[src/rtl/synth_pkg.sv]
// Shared types and constants for the voice scheduler.
// Holds the FSM state enum, voice-count defaults and the Q4.4 unity scalar.
package synth_pkg;

    // Frame sequencer states
    typedef enum logic [1:0] {
        ST_IDLE  = 2'd0,
        ST_RUN   = 2'd1,
        ST_DRAIN = 2'd2
    } sched_state_e;

    localparam int NUM_VOICES_DEF = 8;
    localparam int VIDX_W_DEF     = 3;

    // 1.0 in unsigned Q4.4
    localparam logic [7:0] Q44_UNITY = 8'h10;

endpackage

[src/rtl/voice_cfg_bank.sv]
// Double-buffered per-voice configuration (shadow + active banks).
// Ports:
//   clk_i, rst_i      clock, synchronous active-high reset
//   we_i, widx_i      shadow write strobe and voice index
//   wtw_i, wsc_i      tuning word and Q4.4 mod scalar to write
//   wgate_i           voice gate to write
//   commit_i          copy the whole shadow bank into the active bank
//   act_tw_o          active tuning words, one per voice
//   act_sc_o          active mod scalars, one per voice
//   act_gate_o        active gates, one per voice
//   sh_gate_o         shadow gates (pre-commit view)
module voice_cfg_bank
    import synth_pkg::*;
#(
    parameter int NUM_BITS   = 32,
    parameter int NUM_VOICES = NUM_VOICES_DEF,
    parameter int VIDX_W     = VIDX_W_DEF
) (
    input  logic                                 clk_i,
    input  logic                                 rst_i,
    input  logic                                 we_i,
    input  logic [VIDX_W-1:0]                    widx_i,
    input  logic [NUM_BITS-1:0]                  wtw_i,
    input  logic [7:0]                           wsc_i,
    input  logic                                 wgate_i,
    input  logic                                 commit_i,
    output logic [NUM_VOICES-1:0][NUM_BITS-1:0]  act_tw_o,
    output logic [NUM_VOICES-1:0][7:0]           act_sc_o,
    output logic [NUM_VOICES-1:0]                act_gate_o,
    output logic [NUM_VOICES-1:0]                sh_gate_o
);

    logic [NUM_VOICES-1:0][NUM_BITS-1:0] sh_tw_q;
    logic [NUM_VOICES-1:0][7:0]          sh_sc_q;
    logic [NUM_VOICES-1:0]               sh_gate_q;
    logic [NUM_VOICES-1:0][NUM_BITS-1:0] act_tw_q;
    logic [NUM_VOICES-1:0][7:0]          act_sc_q;
    logic [NUM_VOICES-1:0]               act_gate_q;

    // The commit copies the shadow as it was before this edge, so a
    // write landing on the commit cycle only shows up next frame.
    always_ff @(posedge clk_i) begin
        if (rst_i) begin
            for (int v = 0; v < NUM_VOICES; v++) begin
                sh_tw_q[v]    <= '0;
                sh_sc_q[v]    <= Q44_UNITY;
                sh_gate_q[v]  <= 1'b0;
                act_tw_q[v]   <= '0;
                act_sc_q[v]   <= Q44_UNITY;
                act_gate_q[v] <= 1'b0;
            end
        end else begin
            if (commit_i) begin
                act_tw_q   <= sh_tw_q;
                act_sc_q   <= sh_sc_q;
                act_gate_q <= sh_gate_q;
            end
            if (we_i) begin
                sh_tw_q[widx_i]   <= wtw_i;
                sh_sc_q[widx_i]   <= wsc_i;
                sh_gate_q[widx_i] <= wgate_i;
            end
        end
    end

    assign act_tw_o   = act_tw_q;
    assign act_sc_o   = act_sc_q;
    assign act_gate_o = act_gate_q;
    assign sh_gate_o  = sh_gate_q;

endmodule

[src/rtl/mod_voice_scheduler.sv]
// Time-shares one external phase modulator across all voices, one per cycle.
// Pipeline per voice: fetch (mod_rd_*) -> apply (pm_*) -> result (out_*).
// Ports:
//   clk, rst            clock, synchronous active-high reset
//   sample_tick         frame start request (ignored and flagged when busy)
//   cfg_*               shadow configuration write port
//   mod_rd_en/voice     modulator sample fetch, data back one cycle later
//   mod_rd_data         fetched modulator sample (signed Q WI.WF)
//   pm_*                operands to the shared phase modulator
//   pm_result           modulator result, combinational from pm_*
//   out_valid/voice     per-voice result strobe and index
//   out_tuning_word     registered modulated tuning word
//   frame_done          pulses with the last voice's result
//   busy                frame in progress
//   overrun, ovr_clr    sticky dropped-tick flag and its clear
module mod_voice_scheduler
    import synth_pkg::*;
#(
    parameter int NUM_BITS   = 32,
    parameter int WI         = 2,
    parameter int WF         = 16,
    parameter int NUM_VOICES = NUM_VOICES_DEF,
    parameter int VIDX_W     = VIDX_W_DEF
) (
    input  logic                clk,
    input  logic                rst,
    input  logic                sample_tick,
    input  logic                cfg_we,
    input  logic [VIDX_W-1:0]   cfg_voice,
    input  logic [NUM_BITS-1:0] cfg_tuning_word,
    input  logic [7:0]          cfg_mod_scalar,
    input  logic                cfg_gate,
    output logic                mod_rd_en,
    output logic [VIDX_W-1:0]   mod_rd_voice,
    input  logic [WI+WF-1:0]    mod_rd_data,
    output logic [NUM_BITS-1:0] pm_tuning_word,
    output logic [7:0]          pm_mod_scalar,
    output logic [WI+WF-1:0]    pm_mod_signal,
    input  logic [NUM_BITS-1:0] pm_result,
    output logic                out_valid,
    output logic [VIDX_W-1:0]   out_voice,
    output logic [NUM_BITS-1:0] out_tuning_word,
    output logic                frame_done,
    output logic                busy,
    output logic                overrun,
    input  logic                ovr_clr
);

    localparam logic [VIDX_W-1:0] LAST_V = VIDX_W'(NUM_VOICES - 1);

    sched_state_e state_q;

    logic                mod_rd_en_q;
    logic [VIDX_W-1:0]   mod_rd_voice_q;
    logic                ap_v_q;
    logic [VIDX_W-1:0]   ap_idx_q;
    logic                out_valid_q;
    logic [VIDX_W-1:0]   out_voice_q;
    logic [NUM_BITS-1:0] out_tw_q;
    logic                frame_done_q;
    logic                overrun_q;

    logic [NUM_VOICES-1:0][NUM_BITS-1:0] act_tw;
    logic [NUM_VOICES-1:0][7:0]          act_sc;
    logic [NUM_VOICES-1:0]               act_gate;
    logic [NUM_VOICES-1:0]               sh_gate;

    logic                tick_acc;
    logic [VIDX_W-1:0]   nxt_voice;
    logic                ap_on;

    assign tick_acc  = sample_tick && (state_q == ST_IDLE);
    assign nxt_voice = mod_rd_voice_q + 1'b1;

    voice_cfg_bank #(
        .NUM_BITS   (NUM_BITS),
        .NUM_VOICES (NUM_VOICES),
        .VIDX_W     (VIDX_W)
    ) u_bank (
        .clk_i      (clk),
        .rst_i      (rst),
        .we_i       (cfg_we),
        .widx_i     (cfg_voice),
        .wtw_i      (cfg_tuning_word),
        .wsc_i      (cfg_mod_scalar),
        .wgate_i    (cfg_gate),
        .commit_i   (tick_acc),
        .act_tw_o   (act_tw),
        .act_sc_o   (act_sc),
        .act_gate_o (act_gate),
        .sh_gate_o  (sh_gate)
    );

    // Apply stage: operands go straight out so the modulator result
    // can be captured on the same edge.
    assign ap_on          = ap_v_q && act_gate[ap_idx_q];
    assign pm_tuning_word = ap_on ? act_tw[ap_idx_q] : '0;
    assign pm_mod_scalar  = ap_on ? act_sc[ap_idx_q] : '0;
    assign pm_mod_signal  = ap_on ? mod_rd_data      : '0;

    always_ff @(posedge clk) begin
        if (rst) begin
            state_q        <= ST_IDLE;
            mod_rd_en_q    <= 1'b0;
            mod_rd_voice_q <= '0;
            ap_v_q         <= 1'b0;
            ap_idx_q       <= '0;
            out_valid_q    <= 1'b0;
            out_voice_q    <= '0;
            out_tw_q       <= '0;
            frame_done_q   <= 1'b0;
            overrun_q      <= 1'b0;
        end else begin
            // Result stage
            out_valid_q  <= ap_v_q;
            out_voice_q  <= ap_v_q ? ap_idx_q : '0;
            out_tw_q     <= ap_on ? pm_result : '0;
            frame_done_q <= ap_v_q && (ap_idx_q == LAST_V);

            // Apply stage follows whatever was fetched last cycle
            ap_v_q   <= (state_q == ST_RUN);
            ap_idx_q <= (state_q == ST_RUN) ? mod_rd_voice_q : '0;

            // A dropped tick outranks a clear in the same cycle
            if (sample_tick && (state_q != ST_IDLE)) begin
                overrun_q <= 1'b1;
            end else if (ovr_clr) begin
                overrun_q <= 1'b0;
            end

            unique case (state_q)
                ST_IDLE: begin
                    if (sample_tick) begin
                        state_q        <= ST_RUN;
                        // Active bank is loaded on this edge; read
                        // voice 0's gate from the shadow it copies.
                        mod_rd_en_q    <= sh_gate[0];
                        mod_rd_voice_q <= '0;
                    end
                end
                ST_RUN: begin
                    if (mod_rd_voice_q == LAST_V) begin
                        state_q        <= ST_DRAIN;
                        mod_rd_en_q    <= 1'b0;
                        mod_rd_voice_q <= '0;
                    end else begin
                        mod_rd_en_q    <= act_gate[nxt_voice];
                        mod_rd_voice_q <= nxt_voice;
                    end
                end
                ST_DRAIN: begin
                    if (frame_done_q) begin
                        state_q <= ST_IDLE;
                    end
                end
                default: begin
                    state_q <= ST_IDLE;
                end
            endcase
        end
    end

    assign mod_rd_en       = mod_rd_en_q;
    assign mod_rd_voice    = mod_rd_voice_q;
    assign out_valid       = out_valid_q;
    assign out_voice       = out_voice_q;
    assign out_tuning_word = out_tw_q;
    assign frame_done      = frame_done_q;
    assign busy            = (state_q != ST_IDLE);
    assign overrun         = overrun_q;

endmodule

[config.mk]
export PLATFORM = sky130hd
export DESIGN_NAME = mod_voice_scheduler
export DESIGN_NICKNAME = d
export VERILOG_FILES = /design/src/rtl/synth_pkg.sv /design/src/rtl/voice_cfg_bank.sv /design/src/rtl/mod_voice_scheduler.sv
export SDC_FILE = /design/constraint.sdc
export NUM_CORES = 1
export LEC_CHECK = 0
export ABC_AREA = 1
export BUFFER_PORTS_ARGS = -buffer_cell sky130_fd_sc_hd__buf_4
export CAP_MARGIN = 20
export CORE_MARGIN = 2
export CORE_UTILIZATION = 24
export CTS_CLUSTER_DIAMETER = 200
export DETAILED_ROUTE_END_ITERATION = 10
export PLACE_DENSITY_LB_ADDON = 0.05
export REMOVE_ABC_BUFFERS = 1
export SETUP_SLACK_MARGIN = 0.5
export SLEW_MARGIN = 20
export SYNTH_ARGS = -nofsm -noshare
export SYNTH_HDL_FRONTEND = slang
export SYNTH_SLANG_ARGS = --single-unit
[constraint.sdc]
create_clock -name clk -period 5 [get_ports clk]
set_input_delay 1.25 -clock clk [delete_from_list [all_inputs] [get_ports clk]]
set_output_delay 1.25 -clock clk [all_outputs]
set_load 0.1 [all_outputs]
[Yosys cells after proc, flatten, opt, wreduce, memory -nomap -nowiden]
Index checks and enable logic that the tools add are counted.
Operators by class
  reductions and logical operators: 14
  muxes and demuxes: 32
  add/sub/neg operators: 1
  bitwise logic cells: 3
  equality and inequality tests: 7
  magnitude comparators: 4
Operators with widths (count)
  $bwmux W256: 1
  $bmux W32 S3: 1
  $demux W32 S3: 1
  $mux W32: 3
  $bwmux W64: 1
  $bmux W8 S3: 1
  $demux W8 S3: 1
  $mux W8: 3
  $mux W18: 1
  $lt A3 B4 Y1 const B: 3
  $bwmux W8: 1
  $mux W1: 7
  $bmux W1 S3: 2
  $eq A3 B3 Y1 const B: 2
  $mux W2: 3
  $mux W3: 2
  $pmux W2 S3: 1
  $pmux W3 S2: 1
  $reduce_bool A2 Y1: 3
  $reduce_or A2 Y1: 3
  $logic_and A1 B1 Y1: 5
  $ne A2 B2 Y1 const B: 2
  $add A3 B1 Y3 const B: 1
  $demux W1 S3: 1
  other kinds (9): 11
Storage, ports and cells
  register bits after elaboration: 704
  input port bits: 99
  logic and storage cells: 105

[Longest topological paths before layout]
  depth after elaboration: 5
  depth in mapped cells: 9

[By module]
A second synthesis with hierarchy kept.
Second synthesis, totals
  cell total of the unflattened synthesis: 4196
  area total of the unflattened synthesis: 28894.0 um^2
By module, submodules not included
  voice_cfg_bank: area each 23931.7 um^2, cells each 3252, times used 1
  mod_voice_scheduler: area each 4962.3 um^2, cells each 944, times used 1

[Least setup slack after synthesis]
No wires, ideal clock.
  path kind: input -> output
  start: in mod_rd_data[0]
  end: out pm_mod_signal[0]
  stages on the path: 2
  data arrival time: 2.528 ns
  slack: 1.222 ns
  required time: 3.750 ns
  cell sequence: inv_1 nor2_1
Between the ends
  word-level cells in the longest chain between the ends: 1
RTL lines
  start, declared: RTL line mod_voice_scheduler.sv:35  | input logic [WI+WF-1:0] mod_rd_data,
  $mux W18: RTL line mod_voice_scheduler.sv:99  | assign pm_mod_signal = ap_on ? mod_rd_data : '0;
  end, declared: RTL line mod_voice_scheduler.sv:38  | output logic [WI+WF-1:0] pm_mod_signal,
Every way passes these cells.

[Worst setup path in the final report]
  start: reg ap_idx_q[0]
  end: out pm_tuning_word[28]
Between the ends
  word-level cells in the longest chain between the ends: 4
  elaborated cells between the ends (all ways): 6
RTL lines
  start, declared: RTL line mod_voice_scheduler.sv:56  | logic [VIDX_W-1:0] ap_idx_q;
  start signal, assigned: RTL line mod_voice_scheduler.sv:122  | ap_idx_q <= (state_q == ST_RUN) ? mod_rd_voice_q : '0;
  $bmux W1 S3: RTL line mod_voice_scheduler.sv:96  | assign ap_on = ap_v_q && act_gate[ap_idx_q];
  $mux W1 (implied by the code): RTL line mod_voice_scheduler.sv:96
  $logic_and A1 B1 Y1: RTL line mod_voice_scheduler.sv:96
  $mux W32 (*): RTL line mod_voice_scheduler.sv:97  | assign pm_tuning_word = ap_on ? act_tw[ap_idx_q] : '0;
  end, declared: RTL line mod_voice_scheduler.sv:36  | output logic [NUM_BITS-1:0] pm_tuning_word,
Every way passes the cells marked *; elsewhere a longest branch is shown, timed or not. The select of a mux whose other input is x is not followed.

==> results.json <==
{
  "crit_family": "buffers and inverters",
  "rsz0062_at_grt": "false",
  "grt_pass1_vias": 23400,
  "slew_viol_final": 0,
  "htree_levels": 3,
  "skew_ps": 14.9,
  "intPower_mw": 10.4,
  "dieArea_sq_mm": 0.116,
  "cpMostUsedCell": "buf_4",
  "worst_pin_slew_ps": 976,
  "post_cts_buffers": 0,
  "vias": 24000,
  "synth_edf_count": 0,
  "p_clk_frac": 0.450,
  "routed_via_density": 4.42,
  "status": "finished clean",
  "routabilityCongestion": 0.693,
  "clkSlewWorstSetupHoldPaths_ps": 50,
  "fin_ws_ps": 730,
  "drc_errors": 0,
  "cts_tree": "yes",
  "holdPathEnd": "u_bank.act_sc_o[4]",
  "slew_headroom": 0.350,
  "synth_area_leaders": "dfxtp_1 (52%), nor2_1 (19%), o21ai_0 (12%)",
  "drt-total-wl_mm": 100,
  "fillCellCount": 12500,
  "reg2reg_slack_ps": 2960,
  "reg2reg_depth": 7,
  "dp_hpwl_mm": 53.8,
  "crit_type": "reg2out",
  "first_pass_iters": 5,
  "diodes": 0,
  "yosys_most_used_dff": "dfxtp_1",
  "grt_pass1_wl_mm": 152,
  "critPathMaxFanout": 58,
  "yosysMostFrequentCell": "nor2_1",
  "clock_path_buffers": 3,
  "p_leak_nw": 13.2,
  "setup_violations": 0,
  "antenna_found_initial": 3,
  "synth_cell_types": 24,
  "swShare": 0.268,
  "ys_top_cells_by_count": "nor2_1 (1,367), dfxtp_1 (704), o21ai_0 (643)",
  "total_power_mw": 14.2,
  "seq_power_share": 0.439,
  "clock_sinks": 704,
  "wl_per_cell_microns": 18.5,
  "synth_area_sq_mm": 0.0271,
  "hold_class": "reg2reg",
  "hold_start": "u_bank.sh_sc_q[4]",
  "grt_overflow": 0,
  "yosysSeqAreaShare": 0.519,
  "die_w_microns": 340,
  "arrival_ps": 3020,
  "synthArstFlopShare": 0,
  "ys_warn_count": 0,
  "min_path_cells": 2,
  "synth.top_cell.area_share": 0.519,
  "fin_tns_setup_ps": 0,
  "drv_cap": 0,
  "power_switching_mw": 3.79,
  "drt_iter0_drc": 1261,
  "ir_drop_uv": 224,
  "floorplan.initialDensity": 0.242,
  "core_sq_mm": 0.112,
  "nNetsFinal": 3956,
  "synthCells": 3796,
  "numCtsBuffers": 88,
  "clock_latency_ps": 640,
  "end_kind": "output pin",
  "worstSetupStartpointType": "flop",
  "dieHeight_microns": 340,
  "io_pins": 200,
  "ff_latch_area_sq_mm": 0.0141,
  "place_ws_ps": 1050,
  "drive_gt1_frac": 0.104,
  "critPathMaxStageDelay_ps": 680,
  "grt.total_usage": 0.171,
  "fmax_mhz": 234,
  "post-route-min-period_ps": 4270,
  "worstPathCellList": "buf_4, nand2_1, nand3_1, a21oi_1, or2_1, nor2_1, buf_4",
  "path_buf_inv": 2,
  "cts_root_buffer": "clkbuf_16",
  "area_delta_synth_final_pct": 21.0,
  "power.density_mw_per_mm2": 431,
  "synth_top_area_cell": "dfxtp_1",
  "grt_max_degree": 143,
  "worstReg2RegStart": "ap_idx_q[0]",
  "ant_nets": 0,
  "multiInputGateArea_sq_mm": 0.0116,
  "p_comb_frac": 0.111,
  "fin_crit_sh": 0.854,
  "port_buffers": 199,
  "required_ps": 3750,
  "cpMaxStageDelayCell": "buf_4",
  "synth.avg_cell_area_sq_um": 7.15,
  "r2r_end": "out_tuning_word[30]",
  "rows": 123,
  "hold_viol": 0,
  "synth_seq_cells": 704
}
routing by layer:
metal  GRT usage  wire length (microns)  vias up
met5           0                     12        -
met1       0.238                  49900    11300
met4      0.0409                   1680        2
met3      0.0228                   3260      106
met2       0.280                  45400      369
li1            -                      -    12200
what timing repair did:
action	CTS	global route
resized for setup	1	3
hold buffers	0	0
endpoints found under the hold margin	0	0
endpoints found under the setup margin	50	30
worst register-to-register path: stages, from the launching register on:
cell and delay, ps:
dfxtp_4 550, buf_6 400, nand2_1 110, nand3_1 90, nand3_1 130, nand4_1 180, buf_4 360, nor2_1 110
cell usage in the layout (no fill, tap or decap), types with 9 or more instances in the layout:
| master | n |
|---|---|
| a21oi_1 | 92 |
| buf_12 | 11 |
| buf_4 | 239 |
| clkbuf_1 | 26 |
| clkbuf_16 | 93 |
| clkbuf_8 | 24 |
| dfxtp_1 | 701 |
| inv_1 | 71 |
| inv_2 | 9 |
| nand2_1 | 378 |
| nand3_1 | 189 |
| nor2_1 | 1365 |
| o21ai_0 | 643 |
| or2_1 | 38 |
cell families after synthesis:
logic type | share of synthesized area
AOI/OAI and AO/OA | 0.137
buffers and inverters | 0.0558
adders and majority gates | 0.000922
DFF | 0.519
and+or+nand+nor | 0.287
power by group through the flow:
stage,clock network [mW],logic (mW),registers [mW]
global route,6.81,1.82,6.27
CTS,6.60,1.61,6.22
finish,6.36,1.57,6.22
detailed placement,0,1.61,6.34
floorplan,0,1.14,6.33
global placement,0,1.61,6.34
how the worst max path moves through the flow:
stage | cells past startpoint | to | slack, ps | from
floorplan | 3 | out_tuning_word[0] | -5480 | rst
CTS | 8 | pm_tuning_word[23] | 500 | ap_idx_q[0]
finish | 7 | pm_tuning_word[28] | 730 | ap_idx_q[0]
global placement | 6 | pm_tuning_word[23] | 1110 | ap_idx_q[2]
detailed placement | 6 | pm_tuning_word[23] | 1050 | ap_idx_q[2]
global route | 8 | pm_tuning_word[23] | 510 | ap_idx_q[0]
registers in the layout, summed over array words and instances, names as in the netlist, 2 cells and up:
| register | count |
|---|---|
| u_bank.act_tw_o | 256 |
| u_bank.sh_tw_q | 256 |
| u_bank.act_sc_o | 64 |
| u_bank.sh_sc_q | 64 |
| out_tuning_word | 32 |
| u_bank.act_gate_o | 8 |
| u_bank.sh_gate_o | 8 |
| ap_idx_q | 3 |
| mod_rd_voice | 3 |
| out_voice | 3 |
| state_q | 2 |
layout make-up:
class | count | share of cell area
Clock inverter | 12 | 0.00358
Sequential cell | 704 | 0.430
Clock buffer | 143 | 0.0839
Multi-Input combinational cell | 2725 | 0.353
Tap cell | 1500 | 0.0572
Inverter | 85 | 0.0107
Timing Repair Buffer | 251 | 0.0617
stage by stage:
stage                     hold WS [ps]  std cells   util  area (sq um)
after CTS                          463       5420  0.292         32800
after global placement             446       5265  0.267         30000
final                              460       5420  0.292         32800
after global routing               475       5420  0.292         32800
after floorplan                    429       3514      -         25900
after detailed placement           447       5265  0.267         30000
Power figures use the tool's default switching activity.
